===== config.mk =====
export PLATFORM = sky130hd
export DESIGN_NAME = inst_fetch_buf
export DESIGN_NICKNAME = d
export VERILOG_FILES = /design/src/rtl/inst_fetch_buf.sv
export SDC_FILE = /design/constraint.sdc
export NUM_CORES = 1
export LEC_CHECK = 0
export ABC_AREA = 1
export CAP_MARGIN = 20
export CORE_AREA = 2 2 109 111
export CTS_BUF_LIST = sky130_fd_sc_hd__clkbuf_2 sky130_fd_sc_hd__clkbuf_4 sky130_fd_sc_hd__clkbuf_8
export CTS_CLUSTER_SIZE = 25
export DETAILED_ROUTE_END_ITERATION = 8
export DIE_AREA = 0 0 111 113
export PLACE_DENSITY = 0.73
export SYNTH_ARGS = -nofsm -noshare
export SYNTH_HDL_FRONTEND = slang
export SYNTH_SLANG_ARGS = --single-unit

===== constraint.sdc =====
create_clock -name clk -period 2.8 [get_ports clk]
set_input_delay 0.56 -clock clk [delete_from_list [all_inputs] [get_ports clk]]
set_output_delay 0.56 -clock clk [all_outputs]
set_load 0.02 [all_outputs]

===== src/rtl/inst_fetch_buf.sv =====
// inst_fetch_buf: single-entry instruction line buffer bridging the core fetch port to a req/ack memory with timeout-to-NOP
module inst_fetch_buf #(
  parameter int unsigned TIMEOUT  = 16,
  parameter logic [31:0] NOP_WORD = 32'h0000_0000
) (
  input  logic        clk,
  input  logic        rst,
  input  logic        cpu_ce_i,
  input  logic [31:0] cpu_addr_i,
  output logic [31:0] cpu_inst_o,
  output logic        stallreq_o,
  output logic        mem_req_o,
  output logic [31:0] mem_addr_o,
  input  logic        mem_ack_i,
  input  logic [31:0] mem_rdata_i,
  output logic        fetch_err_o
);
  typedef enum logic {IDLE, REQ} state_t;
  state_t      state;
  logic [29:0] req_tag;
  logic [29:0] buf_tag;
  logic [31:0] buf_data;
  logic        buf_valid;
  logic [7:0]  cnt;
  logic        hit;
  logic        miss;
  logic        expire;
  logic        unused_byte_sel;
  assign unused_byte_sel = ^cpu_addr_i[1:0];
  assign hit        = cpu_ce_i && buf_valid && cpu_addr_i[31:2] == buf_tag;
  assign miss       = cpu_ce_i && !hit;
  assign expire     = state == REQ && !mem_ack_i && cnt == 8'(TIMEOUT - 1);
  assign cpu_inst_o = (!rst && hit) ? buf_data : '0;
  assign stallreq_o = !rst && miss;
  // Request side comes only from state and the latched tag, never from cpu_addr_i.
  assign mem_req_o  = !rst && state == REQ;
  assign mem_addr_o = mem_req_o ? {req_tag, 2'b00} : '0;
  always_ff @(posedge clk) begin
    if (rst) begin
      state       <= IDLE;
      req_tag     <= '0;
      buf_valid   <= 1'b0;
      buf_tag     <= '0;
      buf_data    <= '0;
      cnt         <= '0;
      fetch_err_o <= 1'b0;
    end else begin
      fetch_err_o <= expire;
      if (state == IDLE) begin
        if (miss) begin
          req_tag <= cpu_addr_i[31:2];
          cnt     <= '0;
          state   <= REQ;
        end
      end else if (mem_ack_i || expire) begin
        buf_valid <= 1'b1;
        buf_tag   <= req_tag;
        buf_data  <= mem_ack_i ? mem_rdata_i : NOP_WORD;
        state     <= IDLE;
      end else begin
        cnt <= cnt + 8'd1;
      end
    end
  end
endmodule


After elaboration in Yosys (flattened, before gate mapping)
Index checks and enable logic that the tools add are counted.
{ "op_classes": {"add_sub_neg": 1, "n_eq_ne": 3, "mux": 9, "bitwise_logic": 1, "n_reduce_logical": 16} }
{ "ops": {"columns": ["operator", "count"], "rows": [
  ["$mux W32", 3],
  ["$eq A30 B30 Y1", 1],
  ["$mux W8", 3],
  ["$add A8 B1 Y8 const B", 1],
  ["$eq A8 B4 Y1 const B", 1],
  ["$logic_and A1 B1 Y1", 8],
  ["$reduce_and A2 Y1", 3],
  ["$logic_not A1 Y1", 3],
  ["$mux W1", 3],
  ["$ne A2 B2 Y1 const B", 1],
  ["$reduce_bool A2 Y1", 1],
  ["$logic_or A1 B1 Y1", 1],
  ["$not A1 Y1", 1]
]} }
{ "totals": {"reg_bits": 103, "in_bits": 68, "out_inout_bits": 67} }

Logic depth before layout (Yosys ltp)
Gate-level depths: netlist of the first run.
{ "depth": {"ltp_word": 6, "ltp_mapped": 15} }

Worst setup path before layout of the first run
No wires, ideal clock.
{ "synth_path": {"path_type": "in2out", "from": "input port cpu_addr_i[10]", "to": "output port cpu_inst_o[10]", "t_arrival_ns": 1.763, "t_required_ns": 2.240, "path_slack_ns": 0.477, "stages": 6, "path_buffers": 1, "path_cell_list": "xnor2_1 > nand2_1 > nor4_1 > nand4_1 > clkbuf_1 > nor2_1"} }
{ "synth_between": {"elab_chain_len": 4} }
{ "synth_lines": {"columns": ["element", "line_no", "text"], "rows": [
  ["start: declaration", "9", "input logic [31:0] cpu_addr_i,"],
  ["$eq A30 B30 Y1", "30", "assign hit = cpu_ce_i && buf_valid && cpu_addr_i[31:2] == buf_tag;"],
  ["$logic_and A1 B1 Y1", "30", null],
  ["$logic_and A1 B1 Y1", "33", "assign cpu_inst_o = (!rst && hit) ? buf_data : '0;"],
  ["$mux W32", "33", null],
  ["end: declaration", "10", "output logic [31:0] cpu_inst_o,"]
]} }
No other way between the ends.

Worst setup path after layout of the first run
{ "layout_path": {"from": "input port cpu_addr_i[3]", "to": "output port cpu_inst_o[1]"} }
The elaborated chain is that of the path after synthesis.

==> results of run 1 <==
-- cell type report --
cell class	instances	area share
Sequential cell	103	0.291
Timing Repair Buffer	175	0.238
Clock buffer	10	0.0185
Multi-Input combinational cell	509	0.352
Inverter	130	0.0689
Tap cell	143	0.0253
Clock inverter	6	0.00653
-- cell usage after synthesis (3+ instances only) --
| cell | number | area (um^2) |
|---|---|---|
| nand2_1 | 182 | 683 |
| nor2_1 | 146 | 548 |
| inv_1 | 127 | 477 |
| dfxtp_1 | 103 | 2060 |
| a21oi_1 | 50 | 250 |
| nand3_1 | 37 | 185 |
| o21ai_0 | 32 | 160 |
| clkbuf_1 | 23 | 86.3 |
| o31ai_1 | 21 | 158 |
| buf_2 | 9 | 45.0 |
| nand4_1 | 9 | 56.3 |
| xnor2_1 | 8 | 70.1 |
| buf_4 | 7 | 52.6 |
| nor4_1 | 3 | 18.8 |
-- sequential cells by signal, indices dropped and copies added (netlist names) --
register	cells
cnt	8
state	1
buf_data	32
buf_tag	30
buf_valid	1
req_tag	30
fetch_err_o	1
-- power groups by stage --
stage	Clock [W]	Combinational, W	Sequential (W)
2_1_floorplan	0	0.000308	0.00161
3_3_place_gp	0	0.000534	0.00161
3_5_place_dp	0	0.000539	0.00161
4_1_cts	0.000883	0.000533	0.00158
5_1_grt	0.000953	0.000606	0.00159
6_report	0.000869	0.000542	0.00158
-- logic make-up (layout without fill, tap and decap cells) --
kind of cell | Yosys count | in the layout
compound gates | 110 | 110
xor+xnor | 10 | 10
fa+ha+maj | 1 | 1
buf+inv | 171 | 321
flops | 103 | 103
other cells | 1 | 2
simple gates | 386 | 386
-- routing by layer --
layer  global-route usage  up-vias
li1                     -     2690
met5                    0        -
met3               0.0316       10
met1                0.306     2322
met4               0.0742        0
met2                0.336      135
-- worst paths after layout --
path                  start             to  slack, ns  cells after the start
max reg2reg          cnt[0]    buf_tag[10]       0.80                     10
min          cpu_addr_i[10]     req_tag[8]       0.44                      3
max           cpu_addr_i[3]  cpu_inst_o[1]       0.10                     10
min reg2reg          cnt[3]         cnt[3]       0.45                      2
-- worst max-delay path, delay by kind of cell --
family / cells / cell delay, ns
and+or+nand+nor: 5 / 0.76
buffers and inverters: 5 / 0.80
-- per-stage QoR --
stage / power, W / area (um^2) / setup TNS [ns] / std cells / setup WS, ns
final: 0.00299 / 7090 / 0 / 1076 / 0.102
after global routing: 0.00315 / 7090 / -0.0800 / 1076 / -0.0165
after CTS: 0.00300 / 6770 / 0 / 1074 / 0.0000830
after detailed placement: 0.00215 / 6650 / -17.68 / 1056 / -0.552
after global placement: 0.00214 / 6650 / -17.72 / 1056 / -0.552
after floorplan: 0.00191 / 5030 / 0 / 783 / 0.477
-- timing repair --
action                                  CTS  global route
hold buffers                              0             0
pin swaps                                10            10
gates cloned                              1             2
setup buffers                             1             0
endpoints found under the setup margin   53            44
resized for setup                       208            91
==> results.md, run 1 <==
* Total CTS buffers at 9
* Slew at the pin with the worst max-slew slack at 0.598 ns
* Clock transition time at the flip-flop clock pins of the worst setup and hold paths at 0.11 ns
* Post-synthesis share of cell area spent on and, or, nand and nor gates at 0.308
* Horizontal die dimension at 111 um
* Count of antenna-violating nets left after detailed routing at 0
* NumNets Final at 997
* Layout cell share with drive strength beyond 1 at 0.153
* Highest routing layer actually used: met4
* EDFF count, synth at 0
* Result of the run: complete, no violations
* Worst Setup End Kind: output port
* Final GP Congestion at 0.921
* Vias at 5157
* Number of top-level pins at 135
* XOR/XNOR share of the synthesized area at 0.0174
* Detailed-routed wire length on met3 at 755 um
* Most instantiated flip-flop cell in the synthesis netlist: dfxtp_1
* Maximum achievable frequency at 371 MHz
* Number of distinct library cells after synthesis at 30
* Total length of routed wires at 13.7 mm
* Number of maximum-capacitance violations at 0
* Pin count of the biggest net entering global routing at 64
* Effective utilization at floorplan at 0.446
* Post-Route Utilization at 0.629
* Post-synthesis register bit count at 103
* Hold Slack at 0.444 ns
* Unrepaired setup endpoints after global routing: true
* LEAKAGE at 3.40 nW
* PwrDens at 422 nW/um^2
* Fraction of the cycle the final worst path needs at 0.963
* Total Routing Usage GR at 0.215
* Routed length on met2 at 6.34 mm
* Count of TritonRoute iterations in the first routing pass at 5
* Max rail drop VDD at 266 uV
* Syn Std Cell Area at 5030 um^2
* Clock network latency to the later pin of the worst-skew pair at 0.37 ns
* Synthesized netlist cell count at 782
* Worst setup path category: input port to output port
* Required @ worst endpoint at 2.24 ns
* Total global routing overflow at 0
* Sw power at 0.000877 W
* Multi-input gate area in the final layout at 2490 um^2
* H-tree depth at 3
* Min Tclk post-route at 2.70 ns
* Vias in the first global route at 4666
* Core outline area at 11300 um^2
* Count of endpoints failing hold in the final timing report at 0
* Critical path's largest stage delay at 0.31 ns
* Number of standard-cell rows in the floorplan at 39
* Worst Path Max Fanout at 8
* Largest family of logic cells by synthesized area: simple AND/OR/NAND/NOR gates
* Yosys Warn Count at 0
* Design internal power at 0.00212 W
* Worst Skew at 0.0169 ns
* # clock sinks at 103
* Multiplexer share of the synthesized area at 0
* Buffer depth of the longest clock path at 2
* Syn_area_per_cell at 6.43 um^2
* Clk pwr share at 0.290
* Number of fillers in the final layout at 1094
* Post-detailed-placement half-perimeter wirelength at 9.48 mm
* DIE HEIGHT at 113 um
* Category of the worst setup path launch point: input port
* Routed WL per cell at 12.7 um
* Antenna violations before repair at 0
* DIE AREA at 12500 um^2
* Final count of negative-setup-slack endpoints at 0
* Worst hold path class: input port to register
* Sequential fraction of the synthesis area at 0.410
* Endpoint arrival time on the critical path at 2.14 ns
* Number of buffer cells added on primary ports at 130
* Register share of total power at 0.529
* Clock tree root driver cell: clkbuf_8
* Most common cell after layout, fill and taps aside: nand2_1
* Max-Slew Margin vs Limit at 0.601
* Commonest non-fill, non-tap cells in the layout: 174 x nand2_1, 127 x inv_1, 122 x nor2_1
* FF/Latch Area at 2060 um^2
* Number of antenna cells inserted at 0
* Detailed-route wire length on metal 1 at 6.45 mm
* Adder and majority cell fraction of the synthesized area at 0.00249
* Total DRC errors in the routed layout at 0
* Slowest CP cell: nor4_2
* Area overhead of the layout relative to synthesis at 40.9%
* Max-slew violation total from the final report at 0
* Number of DRC markers in iteration 0 at 309
* Cell-by-cell trace of the critical path: dlygate4sd2_1 > inv_1 > nand2_1 > nand4_1 > nor4_2 > nand4_1 > buf_6 > clkbuf_16 > nor2_4 > buf_6
* Fraction of the mapped netlist area in compound gates at 0.123
* Combinational group share of total power at 0.181
* Wire length of the first global-routing pass at 22.2 mm
* Asr flop ratio synth at 0
* TritonCTS clock tree: built
* Switching Share at 0.293
* Detail-routed via count per cell at 4.79
Note: power is estimated with default switching activity, not from simulation.
==> inputs of run 2 (changes only) <==
--- a/config.mk
+++ b/config.mk
@@ -6,13 +6,15 @@
 export NUM_CORES = 1
 export LEC_CHECK = 0
 export ABC_AREA = 1
-export CAP_MARGIN = 20
-export CORE_AREA = 2 2 109 111
+export CELL_PAD_IN_SITES_DETAIL_PLACEMENT = 1
+export CELL_PAD_IN_SITES_GLOBAL_PLACEMENT = 2
+export CORE_AREA = 2 2 137 139
 export CTS_BUF_LIST = sky130_fd_sc_hd__clkbuf_2 sky130_fd_sc_hd__clkbuf_4 sky130_fd_sc_hd__clkbuf_8
 export CTS_CLUSTER_SIZE = 25
 export DETAILED_ROUTE_END_ITERATION = 8
-export DIE_AREA = 0 0 111 113
-export PLACE_DENSITY = 0.73
+export DIE_AREA = 0 0 139 141
+export HOLD_SLACK_MARGIN = 0.08
+export PLACE_DENSITY = 0.86
 export SYNTH_ARGS = -nofsm -noshare
 export SYNTH_HDL_FRONTEND = slang
 export SYNTH_SLANG_ARGS = --single-unit
==> run 2 against run 1 <==
Net effect:
- global-route usage decreased by 5.4 points
- critical path depth increased by 2
- clock power increased by 35%
- die area increased by 56%
- clock skew decreased by 0.0073 ns
- via count increased by 1.0%
- core utilization decreased by 23 points
- sequential power about the same
- sequential cell count unchanged
- highest routed layer is now met5
==> results.md, run 2 (synthesis results as in run 1) <==
* Clk pwr share at 0.353
* Number of antenna cells inserted at 0
* Max FFs per register at 32
* Endpoint arrival time on the critical path at 2.15 ns
* Worst Path Max Fanout at 8
* Wire length of the first global-routing pass at 25.6 mm
* Slew at the pin with the worst max-slew slack at 0.636 ns
* Total DRC errors in the routed layout at 0
* Buffer depth of the longest clock path at 2
* Total CTS buffers at 9
* Layout cell share with drive strength beyond 1 at 0.169
* Min Tclk post-route at 2.71 ns
* Category of the worst setup path launch point: input port
* Count of endpoints failing hold in the final timing report at 0
* Horizontal die dimension at 139 um
* CP startpoint: cpu_addr_i[11]
* DIE AREA at 19600 um^2
* Vias at 5209
* # clock sinks at 103
* Clock network latency to the later pin of the worst-skew pair at 0.38 ns
* Maximum achievable frequency at 368 MHz
* Combinational group share of total power at 0.170
* Total Routing Usage GR at 0.161
* Clock transition time at the flip-flop clock pins of the worst setup and hold paths at 0.11 ns
* Launching point of the worst reg2reg path: cnt[0]
* Number of fillers in the final layout at 2326
* Vias in the first global route at 5047
* Registers with the highest flip-flop counts: buf_data (32), buf_tag (30), req_tag (30)
* Total global routing overflow at 0
* Worst Setup End Kind: output port
* Number of buffer cells added on primary ports at 130
* Detail-routed via count per cell at 4.46
* Antenna violations before repair at 1
* Total length of routed wires at 15.9 mm
* Number of standard-cell rows in the floorplan at 50
* Most common cell after layout, fill and taps aside: nand2_1
* Fraction of the cycle the final worst path needs at 0.969
* Launch point of the worst hold path: cnt[3]
* TritonCTS clock tree: built
* Pre-CTS setup slack at -0.810 ns
* Max-slew violation total from the final report at 0
* Register name with the most flops: buf_data
* PwrDens at 452 nW/um^2
* Max rail drop VDD at 201 uV
* Commonest non-fill, non-tap cells in the layout: 171 x nand2_1, 126 x inv_1, 119 x nor2_1
* Core outline area at 18300 um^2
* Worst Skew at 0.00962 ns
* Max-Slew Margin vs Limit at 0.576
* Count of placed standard cells including taps at 1149
* Worst hold path class: register to register
* Number of maximum-capacitance violations at 0
* Final worst slack at 0.0855 ns
* Overall power of the completed layout at 0.00332 W
* Effective utilization at floorplan at 0.275
* Number of DRC markers in iteration 0 at 174
* Aggregate negative setup slack at 0 ns
* Final count of negative-setup-slack endpoints at 0
* NumNets Final at 998
* Result of the run: complete, no violations
* Required @ worst endpoint at 2.24 ns
* H-tree depth at 3
* Count of TritonRoute iterations in the first routing pass at 4
* Sw power at 0.000927 W
* Area overhead of the layout relative to synthesis at 46.0%
* Routed WL per cell at 13.6 um
* Final std cells w/o fill at 1168
* Design internal power at 0.00239 W
* Switching Share at 0.279
* Number of top-level pins at 135
* Post-detailed-placement half-perimeter wirelength at 11.4 mm
* LEAKAGE at 3.16 nW
* Clock tree root driver cell: clkbuf_8
* Pin count of the biggest net entering global routing at 64
* Register share of total power at 0.477
* Count of antenna-violating nets left after detailed routing at 0
* Worst setup path category: input port to output port
* Unrepaired setup endpoints after global routing: false
* DIE HEIGHT at 141 um
* Hold-fix buffers at CTS at 0
* Final GP Congestion at 0.807
[run 2: cell count changes in the layout (fill, tap and decap cells not counted), sizes merged]
cell,before,now
buf,75,77
bufinv,0,3
clkbuf,13,15
clkdlybuf4s15,2,4
clkdlybuf4s50,36,65
clkinv,5,3
clkinvlp,2,0
dlygate4sd2,45,22
dlymetal6s2s,14,2
inv,129,131
[run 2: final timing paths]
kind | cells past startpoint | end | slack (ns)
worst max-delay path | 12 | cpu_inst_o[19] | 0.09
worst min-delay path | 2 | cnt[3] | 0.46
worst max register to register | 9 | buf_data[27] | 0.70
worst min register to register | 2 | cnt[3] | 0.46
[run 2: timing repair]
item / 4_1_cts / 5_1_grt
endpoints found under the setup margin: 33 / 32
buffers inserted: 1 / 0
endpoints found under the hold margin: 0 / 0
gates resized for setup: 200 / 98
gates cloned: 1 / 2
pin swaps: 15 / 16
[run 2: cell type report]
type                       instances  area [um^2]  share of cell area
clock buffer                       9          124              0.0169
multi-input combinational        509         2550               0.348
timing repair buffer             176         1690               0.231
tap                              234          293              0.0399
sequential                       103         2060               0.281
clock inverter                     7          128              0.0174
inverter                         130          488              0.0665
[run 2: power by group through the flow]
stage | Sequential, W | Combinational (W) | Clock, W
final | 0.00158 | 0.000564 | 0.00117
after global routing | 0.00159 | 0.000640 | 0.00126
after global placement | 0.00161 | 0.000552 | 0
after detailed placement | 0.00162 | 0.000558 | 0
after floorplan | 0.00161 | 0.000308 | 0
after CTS | 0.00158 | 0.000558 | 0.00121
[run 2: critical path, cell delays in order]
cell and delay (ns):
dlygate4sd2_1 0.26, buf_6 0.13, nand2_4 0.06, o2111ai_2 0.10, nor3_1 0.15, nand2_1 0.07
nor2_1 0.12, nand4_1 0.11, buf_6 0.18, clkbuf_16 0.19, nor2_4 0.11, buf_6 0.12
[run 2: through the flow]
step / utilization / area, um^2 / hold slack (ns)
final: 0.402 / 7340 / 0.456
after CTS: 0.383 / 7000 / 0.456
after floorplan: - / 5030 / 0.419
after global routing: 0.402 / 7340 / 0.474
after global placement: 0.371 / 6770 / 0.430
after detailed placement: 0.371 / 6770 / 0.436
[run 2: per-layer routing]
metal,GRT usage,routed length [um],up-vias
met4,0.0537,201,2
met2,0.262,7500,110
met3,0.0251,626,18
met5,0,11,-
li1,-,-,2686
met1,0.219,7590,2393
